`src/rtl/sdm_pkg.sv`:
```
// rtl/sdm_pkg.sv - shared states and helpers for the sigma-delta DAC sequencer
package sdm_pkg;

    typedef enum logic [1:0] {
        ST_IDLE  = 2'd0,
        ST_RUN   = 2'd1,
        ST_DRAIN = 2'd2
    } sdm_state_t;

    // Ceiling log2, used for counter and pointer widths
    function automatic int clog2(input int value);
        int r;
        r = 0;
        while ((1 << r) < value) begin
            r = r + 1;
        end
        return r;
    endfunction

    // Mid-scale code of a WIDTH-bit sample: the modulator's zero output
    function automatic logic [63:0] midscale(input int width);
        return 64'd1 << (width - 1);
    endfunction

endpackage

```
`src/rtl/sdm_sample_fifo.sv`:
```
// rtl/sdm_sample_fifo.sv - small synchronous sample FIFO with wrap-bit pointers
module sdm_sample_fifo
    import sdm_pkg::*;
#(
    parameter int WIDTH = 8,
    parameter int DEPTH = 4
) (
    input  logic             i_clk,
    input  logic             i_rst_n,
    input  logic             push,
    input  logic             pop,
    input  logic [WIDTH-1:0] wr_data,
    output logic [WIDTH-1:0] rd_data,
    output logic             full,
    output logic             empty
);

    localparam int AW = clog2(DEPTH);

    logic [WIDTH-1:0] mem [DEPTH];
    logic [AW:0]      wr_ptr;
    logic [AW:0]      rd_ptr;

    // Pointers carry an extra wrap bit so full and empty differ only in the MSB
    assign empty   = (wr_ptr == rd_ptr);
    assign full    = (wr_ptr[AW] != rd_ptr[AW]) && (wr_ptr[AW-1:0] == rd_ptr[AW-1:0]);
    assign rd_data = mem[rd_ptr[AW-1:0]];

    // Storage write; contents need no reset because the pointers gate visibility
    always_ff @(posedge i_clk) begin
        if (push && !full) begin
            mem[wr_ptr[AW-1:0]] <= wr_data;
        end
    end

    // Pointer advance on accepted push and pop
    always_ff @(posedge i_clk) begin
        if (!i_rst_n) begin
            wr_ptr <= '0;
            rd_ptr <= '0;
        end else begin
            if (push && !full) begin
                wr_ptr <= wr_ptr + 1'b1;
            end
            if (pop && !empty) begin
                rd_ptr <= rd_ptr + 1'b1;
            end
        end
    end

endmodule

```
`src/rtl/sdm_dac_sequencer.sv`:
```
// rtl/sdm_dac_sequencer.sv - sample scheduler and clock-enable generator for mod2_dac
module sdm_dac_sequencer
    import sdm_pkg::*;
#(
    parameter int WIDTH  = 8,
    parameter int DEPTH  = 4,
    parameter int CE_DIV = 4,
    parameter int OSR    = 16
) (
    input  logic             i_clk,
    input  logic             i_rst_n,
    input  logic             i_start,
    input  logic             i_stop,
    input  logic [WIDTH-1:0] i_s_data,
    input  logic             i_s_valid,
    output logic             o_s_ready,
    output logic             o_en,
    output logic [WIDTH-1:0] o_data,
    output logic             o_sample_strobe,
    output logic             o_underrun,
    output logic [1:0]       o_state
);

    localparam int CW = (clog2(CE_DIV) < 1) ? 1 : clog2(CE_DIV);
    localparam int TW = clog2(OSR);
    localparam logic [CW-1:0]    CE_LAST   = CW'(CE_DIV - 1);
    localparam logic [TW-1:0]    TICK_LAST = TW'(OSR - 1);
    localparam logic [WIDTH-1:0] MID       = WIDTH'(midscale(WIDTH));

    sdm_state_t       state_q;
    sdm_state_t       state_d;
    logic [CW-1:0]    ce_cnt;
    logic [TW-1:0]    tick_cnt;
    logic             full;
    logic             empty;
    logic             push;
    logic             pop;
    logic             boundary;
    logic             load_mid;
    logic             set_under;
    logic             clr_under;
    logic [WIDTH-1:0] head;

    // Ready comes from registered pointers only; forced low while reset is held
    assign o_s_ready = i_rst_n & ~full;
    assign push      = i_s_valid & o_s_ready;
    assign o_en      = (ce_cnt == CE_LAST);
    assign boundary  = o_en && (tick_cnt == TICK_LAST) && (state_q != ST_IDLE);
    assign o_state   = state_q;

    sdm_sample_fifo #(
        .WIDTH (WIDTH),
        .DEPTH (DEPTH)
    ) u_fifo (
        .i_clk   (i_clk),
        .i_rst_n (i_rst_n),
        .push    (push),
        .pop     (pop),
        .wr_data (i_s_data),
        .rd_data (head),
        .full    (full),
        .empty   (empty)
    );

    // Free-running enable divider, active in every state so the modulator idles at mid-scale
    always_ff @(posedge i_clk) begin
        if (!i_rst_n) begin
            ce_cnt <= '0;
        end else if (o_en) begin
            ce_cnt <= '0;
        end else begin
            ce_cnt <= ce_cnt + 1'b1;
        end
    end

    // Enable-strobe counter; parked at the last tick while idle so the first RUN strobe is a boundary
    always_ff @(posedge i_clk) begin
        if (!i_rst_n) begin
            tick_cnt <= '0;
        end else if (state_q == ST_IDLE) begin
            tick_cnt <= TICK_LAST;
        end else if (o_en) begin
            tick_cnt <= (tick_cnt == TICK_LAST) ? '0 : tick_cnt + 1'b1;
        end
    end

    // State register
    always_ff @(posedge i_clk) begin
        if (!i_rst_n) begin
            state_q <= ST_IDLE;
        end else begin
            state_q <= state_d;
        end
    end

    // Next state and boundary decisions; stop always wins over start
    always_comb begin
        state_d   = state_q;
        pop       = 1'b0;
        load_mid  = 1'b0;
        set_under = 1'b0;
        clr_under = 1'b0;
        case (state_q)
            ST_IDLE: begin
                if (i_start && !i_stop) begin
                    state_d   = ST_RUN;
                    clr_under = 1'b1;
                end
            end
            ST_RUN: begin
                if (boundary) begin
                    if (!empty) begin
                        pop = 1'b1;
                    end else begin
                        set_under = 1'b1;
                    end
                end
                if (i_stop) begin
                    state_d = ST_DRAIN;
                end
            end
            ST_DRAIN: begin
                if (boundary) begin
                    if (!empty) begin
                        pop = 1'b1;
                    end else begin
                        load_mid = 1'b1;
                        state_d  = ST_IDLE;
                    end
                end
            end
            default: begin
                state_d = ST_IDLE;
            end
        endcase
    end

    // Modulator sample register, its strobe, and the sticky underrun flag
    always_ff @(posedge i_clk) begin
        if (!i_rst_n) begin
            o_data          <= MID;
            o_sample_strobe <= 1'b0;
            o_underrun      <= 1'b0;
        end else begin
            o_sample_strobe <= pop | load_mid;
            if (pop) begin
                o_data <= head;
            end else if (load_mid) begin
                o_data <= MID;
            end
            if (clr_under) begin
                o_underrun <= 1'b0;
            end else if (set_under) begin
                o_underrun <= 1'b1;
            end
        end
    end

endmodule

```
`config.mk`:
```
export PLATFORM = sky130hd
export DESIGN_NAME = sdm_dac_sequencer
export DESIGN_NICKNAME = d
export VERILOG_FILES = /design/src/rtl/sdm_pkg.sv /design/src/rtl/sdm_sample_fifo.sv /design/src/rtl/sdm_dac_sequencer.sv
export SDC_FILE = /design/constraint.sdc
export NUM_CORES = 1
export LEC_CHECK = 0
export ABC_CLOCK_PERIOD_IN_PS = 2100
export CORE_ASPECT_RATIO = 1.5
export CORE_UTILIZATION = 55
export CTS_CLUSTER_SIZE = 28
export DETAILED_ROUTE_END_ITERATION = 16
export PLACE_DENSITY = 0.78
export SETUP_SLACK_MARGIN = 0.02
export SLEW_MARGIN = 0
export SYNTH_ARGS = -nofsm -noshare
export SYNTH_HDL_FRONTEND = slang
export SYNTH_SLANG_ARGS = --single-unit
```
`constraint.sdc`:
```
create_clock -name i_clk -period 2.1 [get_ports i_clk]
set_clock_uncertainty 0.15 [all_clocks]
set_input_delay 0.21 -clock i_clk [delete_from_list [all_inputs] [get_ports i_clk]]
set_output_delay 0.21 -clock i_clk [all_outputs]
set_load 0.05 [all_outputs]
```
Yosys cells after proc, flatten, opt, wreduce, memory -nomap -nowiden
Memories as Yosys holds them, arrays and structs flattened. A register that Yosys moved wholly into a read port is not among the register bits.
Index checks and enable logic that the tools add are counted.
{"block": "totals", "register_bits": 24, "ram_bits": 32, "in_bits": 13, "out_inout_bits": 14, "word_cells": 69, "memories": 1}
{"name": "u_fifo.mem", "depth": 4, "width": 8, "read_ports": 1, "rd_ports_with_merged_regs": 1, "write_ports": 1, "line_no": "sdm_sample_fifo.sv:20", "text": "logic [WIDTH-1:0] mem [DEPTH];"}
{"block": "op_classes", "add_sub_neg": 4, "eq_ne": 11, "n_mux": 23, "n_bitwise": 5, "reduce_logical": 17}
{"cell": "$mux W8", "n": 2}
{"cell": "$mux W2", "n": 6}
{"cell": "$mux W4", "n": 3}
{"cell": "$mux W1", "n": 11}
{"cell": "$add A3 B1 Y3 const B", "n": 2}
{"cell": "$logic_and A1 B1 Y1", "n": 6}
{"cell": "$ne A2 B2 Y1 const B", "n": 3}
{"cell": "$pmux W2 S3", "n": 1}
{"cell": "$reduce_bool A2 Y1", "n": 3}
{"cell": "$reduce_or A2 Y1", "n": 3}
{"cell": "$add A4 B1 Y4 const B", "n": 1}
{"cell": "$eq A2 B2 Y1 const B", "n": 2}
{"cell": "$eq A4 B4 Y1 const B", "n": 1}
{"cell": "$reduce_and A4 Y1", "n": 1}
{"cell": "$eq A3 B3 Y1", "n": 1}
{"cell": "$logic_not A1 Y1", "n": 3}
{"cell": "$add A2 B1 Y2 const B", "n": 1}
{"cell": "$and A1 B1 Y1", "n": 2}
{"cell": "$eq A2 B1 Y1 const B", "n": 1}
{"cell": "$eq A2 B2 Y1", "n": 1}
{"cell": "$logic_not A2 Y1", "n": 1}
{"cell": "$ne A2 B1 Y1 const B", "n": 1}
{"cell": "$not A1 Y1", "n": 2}
{"cell": "$ne A1 B1 Y1", "n": 1}
{"cell": "$or A1 B1 Y1", "n": 1}

Longest topological paths before layout
{"block": "logic_depth", "word_depth": 8, "depth_mapped": 7, "depth_no_buf": 6}

Cells and area by module
Synthesis repeated with hierarchy kept, for this count alone.
{"block": "unflattened", "cells_unflattened": 196, "area_unflattened_um2": 2563.7}
{"module": "sdm_sample_fifo", "n_inst": 1, "cells_each": 110, "area_each_um2": 1724.2, "seq_area_each_um2": 1121.1}
{"module": "sdm_dac_sequencer", "n_inst": 1, "cells_each": 86, "area_each_um2": 839.6, "seq_area_each_um2": 360.3}

Worst setup path before layout
No wires, ideal clock.
{"block": "synth_path", "path_type": "flip-flop to flip-flop", "startpoint": "register state_q[0], in the netlist o_state[0]", "endpoint": "register o_data[7]", "setup_time_ps": 117, "t_arrival_ps": 2089, "t_required_ps": 1833, "setup_slack_ps": -256, "path_stages_with_launch": 8, "n_path_buf": 1, "period_less_slack_ps": 2356, "path_cell_list": "dfxtp_1 -> inv_1 -> ha_1 -> and2b_1 -> nand2_1 -> or3_1 -> buf_2 -> o22a_1"}
{"block": "synth_between", "elab_chain_len": 5, "elab_cells_between_ends": 11, "classes_between": "eq/ne: 2; mux: 5; reduce/logical: 4"}
{"element": "start, declared", "line_no": "sdm_dac_sequencer.sv:30", "text": "sdm_state_t state_q;"}
{"element": "start signal, assigned", "line_no": "sdm_dac_sequencer.sv:92", "text": "state_q <= state_d;"}
{"element": "$reduce_bool A2 Y1", "line_no": "sdm_dac_sequencer.sv:48", "text": "assign boundary = o_en && (tick_cnt == TICK_LAST) && (state_q != ST_IDLE);"}
{"element": "$logic_and A1 B1 Y1", "line_no": "sdm_dac_sequencer.sv:48"}
{"element": "$mux W1", "line_no": "sdm_dac_sequencer.sv:123", "text": "if (boundary) begin"}
{"element": "$mux W1, on equally long branches"}
{"element": "$mux W8 / $reduce_bool A2 Y1 (equally long branches)"}
{"element": "end signal, assigned", "line_no": "sdm_dac_sequencer.sv:141", "text": "o_data <= MID;"}
{"element": "end signal, assigned", "line_no": "sdm_dac_sequencer.sv:147", "text": "o_data <= head;"}
{"element": "end signal, assigned", "line_no": "sdm_dac_sequencer.sv:149", "text": "o_data <= MID;"}
{"element": "end, declared", "line_no": "sdm_dac_sequencer.sv:18", "text": "output logic [WIDTH-1:0] o_data,"}
Several ways; a longest one is shown, not always the timed one.
A chain may end at the register's enable or synchronous reset.

Final worst setup path
Same ends and word-level chain as after synthesis.

==> impl_metrics.yaml <==
pwr:
  netSwitchingFraction: 0.250
  p_switching_uw: 700
  pwr_dens_nw_per_um2: 912
  sequentialPowerShare: 0.473
  vdd_drop_max_uv: 711
  total_leakage_power_nw: 1.13
  clkPwrFrac: 0.356
  share_comb_of_total_power: 0.172
  cellInternalPower_mw: 2.10
timing:
  setup_repair_after_global_routing_missed_its_margin: "no"
  setup-tns-final_ns: 0
  max_freq_ghz: 0.514
  tightestPinTransition_ns: 0.543
  hold_fails_final_rpt: 0
  timing.final.setup_violations: 0
  report.final.slew_viol_count: 0
  max-slew-margin-rel: 0.637
  timing.final.crit_period_ns: 1.95
  post-route-period-util: 0.927
detailed_routing:
  detail_route.wirelength_mm: 4.31
  remaining_drc_errors: 0
  postRouteAntennaNets: 0
  first_pass_iters: 4
  num_vias: 1541
  drt_iter0_drc: 41
  post_drt_via_cell_ratio: 5.58
  avgRoutedWirePerCell_um: 15.6
cts:
  tritoncts: "built"
  clock_path_buffers: 2
  post_cts.repair.setup_buffers: 0
  cts.clk_slew.worst_paths_ns: 0.06
  holdBufCountCts: 0
  clock-sinks: 58
  clock_tree.root_cell: "sky130_fd_sc_hd__clkbuf_8"
  cts_htree_levels: 3
  cts_buf_count: 9
  clk-insertion-delay-late_ns: 0.32
worst_setup_path:
  cp-start-kind: "flop"
  worst_ep_required_time_ns: 2.16
  crit_path_max_fanout: 8
  worst-endpoint-arrival_ns: 2.01
  worst_setup_path_end_kind: "flop"
  critical_path_class: "flop to flop"
floorplan:
  initial_standard_cell_utilization_of_the_core: 0.575
  coreArea_sq_um: 4250
  die_width_um: 56.4
  fp.dieH_um: 83.6
  floorplan.rows: 29
  ios: 27
  die-area_sq_um: 4710
worst_hold_path:
  class_of_the_most_critical_hold_timing_path: "flop to flop"
placed_design:
  portBuffers: 26
  finalWeightedCongestion: 0.874
  detailedPlacementHpwl_mm: 3.30
logic_synthesis:
  synthTopCellsByArea: "sky130_fd_sc_hd__edfxtp_1 (39%), sky130_fd_sc_hd__dfxtp_1 (21%), sky130_fd_sc_hd__mux4_2 (7.4%), sky130_fd_sc_hd__ha_1 (5.6%), sky130_fd_sc_hd__inv_1 (3.7%)"
  post_synth_edffs: 32
  synthesis.instances: 186
  syn-cell-area_sq_um: 2440
  postSynthNetCount: 210
  yosysSeqAreaShare: 0.607
  synth.largest_area_cell: "sky130_fd_sc_hd__edfxtp_1"
  netlist-cell-type-count: 42
  synth_top_cell_area_share: 0.394
  synth_async_sr_flop_share: 0
  syn_avg_cell_area_sq_um: 13.1
  yosys_warnings: 0
  yosys_most_used_dff: "sky130_fd_sc_hd__edfxtp_1"
  synthesis_stage_register_bit_count: 58
finish:
  flow.area_growth_from_synthesis_pct: 25.6
  mostFrequentLayoutCells: "sky130_fd_sc_hd__edfxtp_1 (32), sky130_fd_sc_hd__inv_1 (24), sky130_fd_sc_hd__dfxtp_1 (24), sky130_fd_sc_hd__clkdlybuf4s50_1 (24)"
  layout-drive-gt1-share: 0.170
  finish.utilization: 0.722
  finalNetCount: 249
  antennaDiodeCount: 0
  leading_cell_type_in_the_layout_fill_and_taps_excluded: "sky130_fd_sc_hd__edfxtp_1"
global_route:
  gr-max-usage-layer: "met2"
  wire_length_of_the_first_global_routing_pass_mm: 7.26
  groute.layer.met2.usage: 0.381
  grt_antenna_before_repair: 0
  grt_pass1_vias: 1598
  grt_start_max_net_pins: 11
  met1_usage: 0.215
  met3_grt_util: 0.0481
  globalRoute.totalOverflow: 0
  globalRouteTotalUtil: 0.205
job:
  drv_cap: 0
status:
  run_status: "finished, final reports clean"
-- final timing paths --
kind,start,cells past startpoint,end,slack [ns]
hold / removal,o_data[6]$_SDFFE_PN0P_,2,o_data[6]$_SDFFE_PN0P_,0.32
setup reg to reg,o_state[0]$_SDFFE_PN0P_,6,o_data[7]$_SDFFE_PN1P_,0.15
setup / recovery,o_state[0]$_SDFFE_PN0P_,6,o_data[7]$_SDFFE_PN1P_,0.15
hold reg to reg,o_data[6]$_SDFFE_PN0P_,2,o_data[6]$_SDFFE_PN0P_,0.32
-- registers in the layout, indices dropped and copies added (netlist names), named ones only --
name / cells
u_fifo.wr_ptr: 3
tick_cnt: 4
u_fifo.rd_ptr: 3
o_state: 2
o_sample_strobe: 1
o_underrun: 1
o_data: 8
u_fifo.mem: 32
ce_cnt: 2
-- metrics by stage --
stage	hold slack [ns]	instances	power (mW)	instance area, sq um	worst slack, ns
6_report	0.320	276	2.80	3070	0.153
5_1_grt	0.353	276	2.92	3070	0.0558
4_1_cts	0.327	276	2.81	3050	0.140
3_5_place_dp	0.318	260	1.82	2860	0.150
3_3_place_gp	0.303	260	1.79	2860	0.235
2_1_floorplan	0.159	186	1.65	2460	0.0437
-- cell usage after synthesis, types with 2 or more instances --
| cell | instances |
|---|---|
| sky130_fd_sc_hd__nor2_1 | 3 |
| sky130_fd_sc_hd__nand3_1 | 2 |
| sky130_fd_sc_hd__nor3_1 | 3 |
| sky130_fd_sc_hd__xnor2_1 | 4 |
| sky130_fd_sc_hd__buf_2 | 3 |
| sky130_fd_sc_hd__mux4_2 | 8 |
| sky130_fd_sc_hd__clkbuf_1 | 3 |
| sky130_fd_sc_hd__o21ai_0 | 4 |
| sky130_fd_sc_hd__and3_1 | 2 |
| sky130_fd_sc_hd__and2_1 | 4 |
| sky130_fd_sc_hd__xor2_1 | 2 |
| sky130_fd_sc_hd__ha_1 | 11 |
| sky130_fd_sc_hd__or3_1 | 2 |
| sky130_fd_sc_hd__o22ai_1 | 6 |
| sky130_fd_sc_hd__dfxtp_1 | 26 |
| sky130_fd_sc_hd__inv_1 | 24 |
| sky130_fd_sc_hd__o31ai_1 | 2 |
| sky130_fd_sc_hd__nand2_1 | 11 |
| sky130_fd_sc_hd__mux2i_1 | 3 |
| sky130_fd_sc_hd__nand2b_1 | 2 |
| sky130_fd_sc_hd__a21oi_1 | 9 |
| sky130_fd_sc_hd__edfxtp_1 | 32 |
-- cell families (layout without fill, tap and decap cells) --
group	count (synthesis)	after routing	synth area share
buffers and inverters	30	74	0.0477
adders and majority gates	11	11	0.0564
and+or+nand+nor	35	35	0.0754
muxes	12	12	0.0908
xor gates and xnor gates	6	6	0.0215
AOI/OAI and AO/OA	34	34	0.101
DFF	58	58	0.607
-- what timing repair did --
action | in CTS | in global routing
resized for setup | 0 | 1
endpoints found under the hold margin | 0 | 0
setup endpoints to repair | 0 | 1
-- cell type report --
class | count | area [sq um]
clock buffers | 14 | 163
clock inverters | 2 | 35.0
fillers | 295 | 1180
inverters | 24 | 90.1
multi-input cells | 98 | 866
flip-flops and latches | 58 | 1490
well taps | 46 | 57.6
repair buffers | 34 | 365
-- critical path, stage by stage (launching register included) --
cell	delay [ns]
sky130_fd_sc_hd__dfxtp_4	0.37
sky130_fd_sc_hd__inv_1	0.06
sky130_fd_sc_hd__ha_1	0.21
sky130_fd_sc_hd__and2b_1	0.25
sky130_fd_sc_hd__nand2_1	0.10
sky130_fd_sc_hd__or3_1	0.50
sky130_fd_sc_hd__o22a_1	0.21
-- power groups by stage --
stage	logic (mW)	registers [mW]	clock network, mW
floorplan	0.272	1.38	0
global placement	0.455	1.34	0
detailed placement	0.477	1.34	0
CTS	0.479	1.32	1.01
global route	0.528	1.33	1.06
finish	0.480	1.32	0.994
-- layer usage --
| metal | part of all wire | routed length (um) | up-vias |
|---|---|---|---|
| li1 | - | - | 753 |
| met1 | 0.38 | 1650 | 750 |
| met2 | 0.58 | 2480 | 31 |
| met3 | 0.029 | 125 | 7 |
| met4 | 0.013 | 54 | 0 |
| met5 | 0 | 0 | - |
Power figures use the tool's default switching activity.
